--- src/rtl/bsg_chip_pkg.sv ---
// rtl/bsg_chip_pkg.sv - chip-wide NoC constants and the injection header layout
package bsg_chip_pkg;

    localparam int flit_width_gp     = 16;
    localparam int cord_width_gp     = 5;
    localparam int len_width_gp      = 4;
    localparam int inject_arb_els_gp = 2;

    // Header flit: destination coordinate in the low bits, body-flit count above it.
    typedef struct packed {
        logic [flit_width_gp-len_width_gp-cord_width_gp-1:0] pad;
        logic [len_width_gp-1:0]                             len;
        logic [cord_width_gp-1:0]                            cord;
    } bsg_noc_inject_hdr_s;

endpackage

--- src/rtl/bsg_noc_inject_rr_pick.sv ---
// rtl/bsg_noc_inject_rr_pick.sv - combinational round-robin picker scanning upward from last+1
module bsg_noc_inject_rr_pick
    import bsg_chip_pkg::*;
#(
    parameter int els_p = 2,
    parameter int lg_w  = (els_p > 1) ? $clog2(els_p) : 1
) (
    input  logic [els_p-1:0] v_i,
    input  logic [lg_w-1:0]  last_i,
    output logic [lg_w-1:0]  pick_o,
    output logic             any_v_o
);

    always_comb begin
        int w_j;
        w_j     = 0;
        pick_o  = '0;
        any_v_o = 1'b0;
        for (int i = 1; i <= els_p; i++) begin
            w_j = int'(last_i) + i;
            if (w_j >= els_p) begin
                w_j = w_j - els_p;
            end
            if (!any_v_o && v_i[w_j[lg_w-1:0]]) begin
                any_v_o = 1'b1;
                pick_o  = w_j[lg_w-1:0];
            end
        end
    end

endmodule

--- src/rtl/bsg_noc_wormhole_inject_arb.sv ---
// rtl/bsg_noc_wormhole_inject_arb.sv - packet-locked round-robin arbiter for a wormhole injection port
// Optional stall watchdog: BSG_NOC_INJECT_ARB_WATCHDOG_EN
module bsg_noc_wormhole_inject_arb
    import bsg_chip_pkg::*;
#(
    parameter int els_p         = 2,
    parameter int flit_width_p  = flit_width_gp,
    parameter int cord_width_p  = cord_width_gp,
    parameter int len_width_p   = len_width_gp,
    parameter int stall_width_p = 10
) (
    input  logic                            clk_i,
    input  logic                            reset_i,
    input  logic [els_p-1:0]                v_i,
    input  logic [els_p*flit_width_p-1:0]   data_i,
    output logic [els_p-1:0]                ready_and_o,
    output logic                            v_o,
    output logic [flit_width_p-1:0]         data_o,
    input  logic                            ready_and_i,
    output logic                            error_o
);

    localparam int lg_w = (els_p > 1) ? $clog2(els_p) : 1;

    typedef enum logic {
        e_idle,
        e_lock
    } state_e;

    state_e                 r_state;
    logic [len_width_p-1:0] r_count;
    logic [lg_w-1:0]        r_gnt;
    logic [lg_w-1:0]        r_last;

    logic [lg_w-1:0]         w_pick;
    logic                    w_any_v;
    logic [lg_w-1:0]         w_sel;
    logic                    w_hs;
    logic [len_width_p-1:0]  w_len;
    logic [els_p-1:0]        w_ready;
    logic [flit_width_p-1:0] w_data [els_p];

    for (genvar g = 0; g < els_p; g++) begin : g_slice
        assign w_data[g] = data_i[g*flit_width_p +: flit_width_p];
    end

    bsg_noc_inject_rr_pick #(
        .els_p (els_p),
        .lg_w  (lg_w)
    ) u_pick (
        .v_i     (v_i),
        .last_i  (r_last),
        .pick_o  (w_pick),
        .any_v_o (w_any_v)
    );

    assign w_sel  = (r_state == e_lock) ? r_gnt : w_pick;
    assign v_o    = ~reset_i & ((r_state == e_lock) ? v_i[r_gnt] : w_any_v);
    assign data_o = w_data[w_sel];
    assign w_hs   = v_o & ready_and_i;
    assign w_len  = data_o[cord_width_p +: len_width_p];

    always_comb begin
        w_ready = '0;
        if (!reset_i) begin
            w_ready[w_sel] = ready_and_i;
        end
    end
    assign ready_and_o = w_ready;

    always_ff @(posedge clk_i) begin
        if (reset_i) begin
            r_state <= e_idle;
            r_count <= '0;
            r_gnt   <= '0;
            r_last  <= lg_w'(els_p - 1);
        end else begin
            case (r_state)
                e_idle: begin
                    if (w_hs) begin
                        r_last <= w_pick;
                        // A zero-length header is a complete packet; stay open for the next pick.
                        if (w_len != '0) begin
                            r_gnt   <= w_pick;
                            r_count <= w_len;
                            r_state <= e_lock;
                        end
                    end
                end
                e_lock: begin
                    if (w_hs) begin
                        r_count <= r_count - 1'b1;
                        if (r_count == len_width_p'(1)) begin
                            r_state <= e_idle;
                        end
                    end
                end
                default: r_state <= e_idle;
            endcase
        end
    end

`ifdef BSG_NOC_INJECT_ARB_WATCHDOG_EN
    logic [stall_width_p-1:0] r_stall;
    logic                     r_error;

    always_ff @(posedge clk_i) begin
        if (reset_i) begin
            r_stall <= '0;
            r_error <= 1'b0;
        end else begin
            if (r_state != e_lock || w_hs) begin
                r_stall <= '0;
            end else if (!(&r_stall)) begin
                r_stall <= r_stall + 1'b1;
            end
            if (&r_stall) begin
                r_error <= 1'b1;
            end
        end
    end

    assign error_o = r_error;
`else
    logic w_unused_stall;
    assign w_unused_stall = (stall_width_p != 0);
    assign error_o        = 1'b0;
`endif

endmodule

--- config.mk ---
export PLATFORM = sky130hd
export DESIGN_NAME = bsg_noc_wormhole_inject_arb
export DESIGN_NICKNAME = d
export VERILOG_FILES = /design/src/rtl/bsg_chip_pkg.sv /design/src/rtl/bsg_noc_inject_rr_pick.sv /design/src/rtl/bsg_noc_wormhole_inject_arb.sv
export SDC_FILE = /design/constraint.sdc
export NUM_CORES = 1
export LEC_CHECK = 0
export CORE_ASPECT_RATIO = 0.6
export CORE_MARGIN = 3
export CORE_UTILIZATION = 38
export CTS_CLUSTER_DIAMETER = 150
export CTS_CLUSTER_SIZE = 24
export DETAILED_ROUTE_END_ITERATION = 6
export PLACE_DENSITY = 0.85
export SLEW_MARGIN = 20
export SYNTH_ARGS = -nofsm -noshare
export SYNTH_HDL_FRONTEND = slang
export SYNTH_SLANG_ARGS = --single-unit
--- constraint.sdc ---
create_clock -name clk_i -period 3.6 [get_ports clk_i]
set_clock_uncertainty 0.15 [all_clocks]
set_input_delay 0.36 -clock clk_i [delete_from_list [all_inputs] [get_ports clk_i]]
set_output_delay 0.36 -clock clk_i [all_outputs]
set_load 0.02 [all_outputs]
# == Word level (Yosys, flattened, before mapping) ==
# Cells that the tools add are included.
# W data, S select, Z words.
# word_totals
word_cells,63
inputBits,37
output_inout_bits,20
reg_bits,7
# classes
n_lt_le_gt_ge,8
add_sub_neg,5
n_bitwise,6
n_eq_ne,4
mux,29
reduce_logical,7
# ops
op,n
$mux W16,3
$mux W1,19
$mux W4,3
$lt A1 B2 Y1 const B,4
$pmux W4 S2,1
$reduce_and A3 Y1,2
$eq A4 B1 Y1 const B,1
$ge A2 B2 Y1 const B,2
$ne A2 B2 Y1 const B,2
$reduce_bool A4 Y1,1
$sub A4 B1 Y4 const B,1
$add A1 B2 Y3 const B,1
$ge A3 B2 Y1 const B,1
$add A1 B1 Y2 const B,1
$and A1 B1 Y1,2
$and A2 B2 Y2,1
$logic_and A1 B1 Y1,2
$mux W2,1
$ne A2 B1 Y1 const B,1
$not A1 Y1,2
$not A1 Y2,1
$pmux W1 S2,1
$reduce_and A2 Y1,1
$sub A1 B1 Y1 const B,2
other kinds (3),3

# == Depth between registers and ports, before layout ==
# logic_depth
word_depth,18
depth_mapped,6
ltp_nobuf,6

# == Hierarchy ==
# A second synthesis with hierarchy kept.
# unflattened
cells_unflattened,91
area_unflattened_um2,777.0
# modules_own_cells
mod,instances,area_per_inst_um2,seq_area_each_um2,cells_each
bsg_noc_wormhole_inject_arb,1,763.2,140.1,89
bsg_noc_inject_rr_pick,1,13.8,0.0,2

# == Worst setup path before layout ==
# OpenSTA, ideal clock, no wires.
# synth_timing
path_kind,flip-flop to output port
start,register r_state
end,output port data_o[0]
path_stages_with_launch,6
slack_ps,1564
arrival_ps,1526
cell_sequence,dfxtp_1 buf_6 nand2_1 a21boi_2 buf_2 mux2_2
# synth_between
elab_chain_cells,5
# synth_rtl
element,line_no,text
"start, declared",bsg_noc_wormhole_inject_arb.sv:30,state_e r_state;
"start signal, assigned",bsg_noc_wormhole_inject_arb.sv:73,r_state <= e_idle;
"start signal, assigned",bsg_noc_wormhole_inject_arb.sv:86,r_state <= e_lock;
"start signal, assigned",bsg_noc_wormhole_inject_arb.sv:94,r_state <= e_idle;
$mux W1,bsg_noc_wormhole_inject_arb.sv:57,assign w_sel = (r_state == e_lock) ? r_gnt : w_pick;
$not A1 Y2 (not written as such),bsg_noc_wormhole_inject_arb.sv:59,assign data_o = w_data[w_sel];
$mux W16 (not written as such) (3 in a row),bsg_noc_wormhole_inject_arb.sv:59,
"end, declared",bsg_noc_wormhole_inject_arb.sv:18,"output logic [flit_width_p-1:0] data_o,"
# Every way passes these cells. The select of a mux whose other input is x is not followed.

# == Final worst setup path ==
# layout_timing
start,register r_state
end,output port data_o[12]
# The elaborated chain is that of the path after synthesis.

==> flow_metrics.tcl <==
set metrics [dict create \
    status "finished clean" \
    cts_tree "yes" \
    grt_max_degree 19 \
    synthAdderAreaFrac_pct 2.92 \
    finalHoldViolations 0 \
    synth_seq_cells 7 \
    cts_htree_levels 1 \
    critPathCaptureType "primary output" \
    via_per_inst 5.69 \
    holdCritPathClass "flip-flop to flip-flop" \
    wl_per_cell_um 18.3 \
    setup-violations-final 0 \
    die_w_um 67.3 \
    drtPass1Iterations 5 \
    synth-simple-area-share_pct 22.5 \
    synth_area_um2 857 \
    synth_cells 100 \
    dp_hpwl_um 2760 \
    clk_pin_slew_ps 40 \
    cts_setup_buffers 0 \
    start_util_pct 43.2 \
    cts_buffers 3 \
    p_leak_uw 0.000550 \
    async_flop_share_pct 0 \
    fmax_mhz 329 \
    grt_pass1_vias 1076 \
    rsz0062_at_grt "false" \
    fin_crit_ps 3040 \
    synth_xor_area_share_pct 0 \
    clk_latency_ps 230 \
    drt_wl_total_um 3360 \
    synth-compound-area-share_pct 23.4 \
    drt_iter0_markers 76 \
    yosysTopAreaCell "mux2_2" \
    maxCapViolCount 0 \
    ys_types 40 \
    vias 1042 \
    clockBufferDepth 2 \
    worstPathMaxFanout 18 \
    portBuffers 55 \
    max-slew-margin-rel_pct 53.5 \
    holdWs_ps 368 \
    ys_seq_area_share_pct 16.4 \
    routabilityCongestion 0.955 \
    synth_area_leaders "mux2_2, dfxtp_1, nor3_1" \
    ant_nets 0 \
    grt_overflow 0 \
    die_area_um2 2880 \
    fillCellCount 159 \
    required_ps 3090 \
    clock_sinks 7 \
    placed_cell_area_um2 1410 \
    synth_top_family_by_area "multiplexers" \
    peakVddDrop_uv 175 \
    core-area_um2 1980 \
    io_pins 57 \
    ys_top_cells_by_count "mux2_2, dfxtp_1, nand2_1, nor2_1, nor3_1" \
    synth.avg_cell_area_um2 8.57 \
    finalInstanceArea_um2 1460 \
    cp-start-kind "flip-flop" \
    tns_ps 0 \
    tightest_slew_ps 692 \
    area_delta_synth_final_pct 69.9 \
    synthMuxAreaShare_pct 28.2 \
    ys.flop_type "dfxtp_1" \
    clockRootBuffer "clkbuf_8" \
    arrival_ps 2530 \
    grt.total_usage_pct 25.4 \
    cts_resized 0 \
    row_count 12 \
    ys.warnings.count 0 \
    finalCritPeriodShare_pct 84.5 \
    fp.dieH_um 42.8 \
    maxSlewViolCount 0 \
    diodes 0 \
    ctsHoldBuffers 0 \
    drive_gt1_share_pct 18.7 \
    synth_edf_count 0 \
    p_per_area_nw_per_um2 279 \
    syn_nets 139 \
    drc 0 \
    synth_most_common_cell "mux2_2" \
    fin_nets 195 \
    critical_path_class "flip-flop to primary output" \
    synth_top_cell_area_share_pct 21.0 \
    grt_antenna_before_repair 0 \
    grt_pass1_wl_um 5420 \
]
per-layer routing:
metal / part of all wire [%] / vias up / GRT usage [%]
met5: 0 / - / 0
met2: 51 / 59 / 43.8
met4: 1.4 / 0 / 3.63
met1: 41 / 488 / 32.1
met3: 6.5 / 4 / 6.35
li1: - / 491 / -
cells by family (layout without fill, tap and decap cells):
group / Yosys count / count (layout)
other cells: 1 / 1
simple gates: 37 / 37
flops: 7 / 7
compound gates: 23 / 23
buf+inv: 9 / 64
fa+ha+maj: 2 / 2
mux: 21 / 21
flip-flops by register name, summed over array words and instances, names as in the netlist:
name	count
r_last	1
r_count	4
r_gnt	1
r_state	1
worst max-delay path, cell delays in order, from the launching register on:
cell             delay, ps
dfxtp_1                690
inv_1                  250
a21boi_2               170
buf_4                  250
mux2_2                 370
clkdlybuf4s50_1        560
per-stage QoR:
step	total power, µW	setup slack [ps]	cells	utilization, %
after floorplan	195	1560	100	-
after global placement	284	682	179	71.2
after detailed placement	289	619	179	71.2
after CTS	404	602	183	73.5
after global routing	427	425	183	73.5
final	406	557	183	73.5
power breakdown:
| group | switching [µW] | total (µW) | internal [µW] |
|---|---|---|---|
| clock network | 38.9 | 116 | 77.0 |
| logic | 85.6 | 193 | 108 |
| registers | 12.3 | 97.1 | 84.9 |
cell type report:
class / instances / area, µm² / area share (%)
multi-input cells: 84 / 663 / 45.5
repair buffers: 56 / 558 / 38.3
flip-flops and latches: 7 / 140 / 9.62
clock buffers: 4 / 45.0 / 3.09
well taps: 28 / 35.0 / 2.41
inverters: 4 / 15.0 / 1.03
placed cells by master (no fill, tap or decap), types with 2 or more instances in the layout:
cell,count
a211o_1,2
nand3_1,3
nand2_1,7
a21oi_1,2
inv_1,4
nor3_1,6
o21ai_0,4
nand2b_1,2
ha_1,2
nor4b_1,2
mux2_2,16
mux2_4,2
a2111oi_2,2
nand4_1,2
nor4_1,3
clkdlybuf4s50_1,55
a21boi_2,2
and3_1,2
clkbuf_8,3
mux2i_1,2
dfxtp_1,7
nor2_1,7
path summary, 6_finish.rpt:
path / startpoint / end / depth (start not counted) / slack, ps
setup / recovery: r_state / data_o[12] / 5 / 560
hold / removal: r_last / r_last / 1 / 370
setup reg to reg: r_state / r_count[2] / 5 / 1320
hold reg to reg: r_last / r_last / 1 / 370
No activity file was read; power rests on OpenSTA's default activity.
